**src/rtl/mem_bus_arbiter.sv**
```systemverilog
// mem_bus_arbiter: two-master (CPU, UART loader) arbiter onto a single
// AHB-like bus with an IDLE/ADDR/DATA transfer sequence. Simultaneous
// requests are settled round-robin with a 1-bit last-grant pointer.
// Optional feature: define BUS_TIMEOUT_EN to abort a DATA phase after
// TO_CYC wait cycles, completing it with bus_err set.
module mem_bus_arbiter #(
   parameter int AW     = 32,
   parameter int DW     = 32,
   parameter int TO_CYC = 16
) (
   input  logic          clk,
   input  logic          rst,
   input  logic          cpu_req,
   input  logic          cpu_we,
   input  logic [AW-1:0] cpu_addr,
   input  logic [DW-1:0] cpu_wdata,
   output logic          cpu_done,
   input  logic          uart_req,
   input  logic          uart_we,
   input  logic [AW-1:0] uart_addr,
   input  logic [DW-1:0] uart_wdata,
   output logic          uart_done,
   output logic [DW-1:0] m_rdata,
   output logic [AW-1:0] haddr,
   output logic          hwrite,
   output logic [1:0]    htrans,
   output logic [DW-1:0] hwdata,
   input  logic [DW-1:0] hrdata,
   input  logic          hready,
   output logic          hmaster,
   output logic          bus_err
);

   typedef enum logic [1:0] {S_IDLE, S_ADDR, S_DATA} state_t;

   state_t        r_state, w_next;
   logic          r_last;      // last granted master: 0 CPU, 1 UART
   logic          r_hmaster;
   logic [AW-1:0] r_addr;
   logic          r_we;
   logic [DW-1:0] r_wdata;
   logic          w_grant;
   logic          w_sel;       // master chosen this cycle if granting
   logic          w_timeout;
   logic          w_done;

   // Tie goes to whichever master was not served last; a lone request wins outright
   assign w_sel   = (cpu_req & uart_req) ? ~r_last : uart_req;
   assign w_grant = (r_state == S_IDLE) & (cpu_req | uart_req);

`ifdef BUS_TIMEOUT_EN
   localparam int CW = $clog2(TO_CYC + 1);
   logic [CW-1:0] r_to_cnt;

   // Count wait cycles in DATA; cleared whenever outside DATA so each entry starts at zero
   always_ff @(posedge clk) begin
      if (rst || r_state != S_DATA) r_to_cnt <= '0;
      else if (!hready)             r_to_cnt <= r_to_cnt + 1'b1;
   end

   // Fires on the TO_CYC-th consecutive hready-low DATA cycle
   assign w_timeout = (r_state == S_DATA) & ~hready & (r_to_cnt == CW'(TO_CYC - 1));
`else
   // Without the timeout feature DATA waits on hready forever; TO_CYC has no effect
   assign w_timeout = 1'b0 & (TO_CYC > 0);
`endif

   // State register
   always_ff @(posedge clk) begin
      if (rst) r_state <= S_IDLE;
      else     r_state <= w_next;
   end

   // Next-state logic: one address cycle, then wait in DATA for hready or timeout
   always_comb begin
      w_next = r_state;
      case (r_state)
         S_IDLE:  if (cpu_req | uart_req) w_next = S_ADDR;
         S_ADDR:  w_next = S_DATA;
         S_DATA:  if (hready | w_timeout) w_next = S_IDLE;
         default: w_next = S_IDLE;
      endcase
   end

   // Capture the winner's transfer on grant; holds stay put until the next grant
   always_ff @(posedge clk) begin
      if (rst) begin
         r_last    <= 1'b0;
         r_hmaster <= 1'b0;
         r_addr    <= '0;
         r_we      <= 1'b0;
         r_wdata   <= '0;
      end else if (w_grant) begin
         r_last    <= w_sel;
         r_hmaster <= w_sel;
         r_addr    <= w_sel ? uart_addr  : cpu_addr;
         r_we      <= w_sel ? uart_we    : cpu_we;
         r_wdata   <= w_sel ? uart_wdata : cpu_wdata;
      end
   end

   assign w_done    = (r_state == S_DATA) & (hready | w_timeout);
   assign cpu_done  = w_done & ~r_hmaster;
   assign uart_done = w_done &  r_hmaster;
   assign bus_err   = w_timeout;
   assign m_rdata   = hrdata;
   assign haddr     = r_addr;
   assign hwrite    = r_we;
   assign hwdata    = r_wdata;  // only meaningful in DATA
   assign hmaster   = r_hmaster;
   assign htrans    = (r_state == S_ADDR) ? 2'b10 : 2'b00;

endmodule

```
**config.mk**
```make
export PLATFORM = sky130hd
export DESIGN_NAME = mem_bus_arbiter
export DESIGN_NICKNAME = d
export VERILOG_FILES = /design/src/rtl/mem_bus_arbiter.sv
export SDC_FILE = /design/constraint.sdc
export NUM_CORES = 1
export LEC_CHECK = 0
export ABC_AREA = 1
export CORE_ASPECT_RATIO = 1.75
export CORE_MARGIN = 2
export CORE_UTILIZATION = 34
export CTS_CLUSTER_SIZE = 28
export DETAILED_ROUTE_END_ITERATION = 8
export GPL_TIMING_DRIVEN = 0
export HOLD_SLACK_MARGIN = 0.05
export PLACE_DENSITY = 0.78
export SLEW_MARGIN = 15
export SYNTH_ARGS = -nofsm -noshare
export SYNTH_HDL_FRONTEND = slang
export SYNTH_SLANG_ARGS = --single-unit
```
**constraint.sdc**
```tcl
create_clock -name clk -period 1.7 [get_ports clk]
set_clock_uncertainty 0.2 [all_clocks]
set_input_delay 0.34 -clock clk [delete_from_list [all_inputs] [get_ports clk]]
set_output_delay 0.34 -clock clk [all_outputs]
set_load 0.02 [all_outputs]
```
==> out/results.tsv <==
stage	metric	value	unit
sta	max_freq	0.6135	GHz
die	coreArea	0.01243	mm2
die	start_util	34.56	%
clock_tree	cts_made_buffers	9	
logic_synthesis	synth_seq_cells	68	
hold_path	holdCritPathClass	in -> reg	
die	rows	54	
placement	dp_slack	-0.5366	ns
clock_tree	clkTransAtPathRegs	0.06	ns
clock_tree	root_buffer	clkbuf_16	
global_route	grt_pass1_vias	4668	
die	die_w	88.98	um
die	die_y	152.7	um
sta	setup_violations	0	
global_route	grt_max_degree	11	
finish	synthToLayoutAreaGrowth	64.24	%
sta	worstMarginPinSlew	0.5279	ns
pwr	ir_drop	446.2	uV
logic_synthesis	yosysTopAreaCellShare	31.68	%
setup_path	worst_ep_arrival_time	1.09	ns
clock_tree	cts_tree	built	
clock_tree	clk_latency	0.33	ns
finish	drive_gt1_share	10.67	%
setup_path	cp_max_fo	4	
drt	wl_per_cell	13.63	um
drt	vias_per_cell	4.448	
sta	finalWorstSetupSlack	0.06998	ns
finish	fin_nets	1111	
setup_path	r2r_cells	8	
die	io_pins	270	
drt	vias	4960	
die	die_area	0.01359	mm2
sta	slew_viol_final	0	
logic_synthesis	synth_area	0.004297	mm2
placement	hpwl	12000	um
finish	n_fill_cell	1277	
sta	min_period	1.630	ns
placement	placed_cell_area	0.006853	mm2
logic_synthesis	synth_area_leaders	dfxtp_1, nand2_1, nor2_1	
setup_path	end_kind	primary output	
logic_synthesis	avgSynthCellArea	6.164	um2
finish	diodes	0	
global_route	grt_usage	21.95	%
drt	route.detailed.drc	0	
global_route	antenna_found_initial	0	
sta	fin_crit_sh	95.88	%
hold_path	hold_depth	3	
clock_tree	clock_sinks	68	
logic_synthesis	yosysTopAreaCell	dfxtp_1	
global_route	grt_pass1_wl	22830	um
drt	routed_wl	15200	um
logic_synthesis	ys_types	16	
setup_path	required	1.16	ns
clock_tree	clock_path_buffers	2	
clock_tree	h-tree-depth	3	
logic_synthesis	yosys_warnings	0	
drt	drt_pass1_iterations	4	
setup_path	worstSetupPathType	reg -> out	
pwr	p_leak	0.003537	uW
job	drv_cap	0	
finish	final_cell_mix	nand2_1, clkdlybuf4s50_1, nor2_1	
run_status	status	completed	
drt	drtIter0Drc	115	
logic_synthesis	synthCells	697	
finish	fin_area	0.007057	mm2
sta	max-slew-margin-rel	64.81	%
finish	final_common_cell	nand2_1	
sta	rsz0062_at_grt	false	
placement	port_buffers	234	
finish	ff_latch_area	0.001366	mm2
global_route	overflow	0	
pwr	p_total	5666	uW
placement	gp_congestion	0.8729	
drt	postRouteAntennaNets	0	
setup_path	startpoint_type	flip-flop	
pwr	power_density	803.0	mW/mm2
finish	multiInputGateArea	0.002138	mm2
finish	finalCoreUtilization	56.76	%
sta	hold_viol_final	0	
logic_synthesis	synth_seq_area_share	31.68	%
[metal layers]
layer  part of all wire [%]  track usage (%)  vias up
met2                     54            41.04      210
met4                    4.6            12.08        0
met5                      0                0        -
met1                     34            20.72     2136
met3                    7.2            5.363       43
li1                       -                -     2571
[area by class of cell]
| class | instances | share of cell area, % |
|---|---|---|
| timing repair buffer | 235 | 31.99 |
| multi-input combinational | 475 | 30.30 |
| clock buffer | 12 | 3.493 |
| inverter | 70 | 3.723 |
| clock inverter | 2 | 0.1773 |
| buffer | 85 | 7.979 |
| sequential | 68 | 19.36 |
| tap | 168 | 2.979 |
[critical path, stage by stage (launching register included)]
cell and delay (ns):
dfxtp_4 0.37, inv_2 0.04, nand2_2 0.05, inv_1 0.04, buf_4 0.12, buf_4 0.15
[per-stage QoR]
stage               hold slack (ns)  setup TNS, ns  cells
floorplan                    0.2091              0    698
global placement             0.2965         -23.76   1100
detailed placement           0.3022         -25.48   1100
CTS                          0.2347              0   1115
global route                 0.2764              0   1115
finish                       0.2406              0   1115
[cells by family (layout without fill, tap and decap cells)]
family	count (synthesis)	after routing	share of synthesized area (%)
AO/OA/AOI/OAI	68	68	11.85
buffers and inverters	155	404	18.99
flip-flops	68	68	31.68
other	1	2	0.08728
AND/OR/NAND/NOR	405	405	37.39
[worst paths after layout]
check                     startpoint                 endpoint  slack [ns]
max          r_state[1]$_SDFFE_PP0P_                htrans[1]        0.07
min                           hready  r_state[1]$_SDFFE_PP0P_        0.24
min reg2reg  r_state[0]$_SDFFE_PP0P_  r_state[1]$_SDFFE_PP0P_        0.30
max reg2reg  r_state[1]$_SDFFE_PP0P_  hwdata[14]$_SDFFE_PP0P_        0.17
[flip-flops by register name (all words and copies together) (netlist names)]
signal / cells
haddr: 32
hwdata: 32
hmaster: 1
hwrite: 1
r_state: 2
[report_power, final]
part,internal (uW),switching [uW],leakage [uW]
combinational,956,1140,0.00285
sequential,1800,95.7,0.000566
clock,1010,671,0.000125
total,3760,1910,0.00354
[synthesized netlist by cell type]
| cell type | count |
|---|---|
| buf_2 | 19 |
| clkbuf_1 | 13 |
| buf_6 | 5 |
| buf_4 | 46 |
| conb_1 | 1 |
| dfxtp_1 | 68 |
| a21boi_1 | 10 |
| nand3_1 | 66 |
| inv_1 | 70 |
| buf_1 | 2 |
| o21ai_2 | 1 |
| nand3b_1 | 1 |
| nor2_1 | 138 |
| nand2_1 | 200 |
| a21oi_1 | 1 |
| a21boi_0 | 56 |
[repair_timing]
item / in CTS / in global routing
endpoints found under the setup margin: 124 / 4
buffers inserted: 1 / 0
hold buffers: 0 / 0
resized for setup: 91 / 9
(Power assumes the default switching activity.)
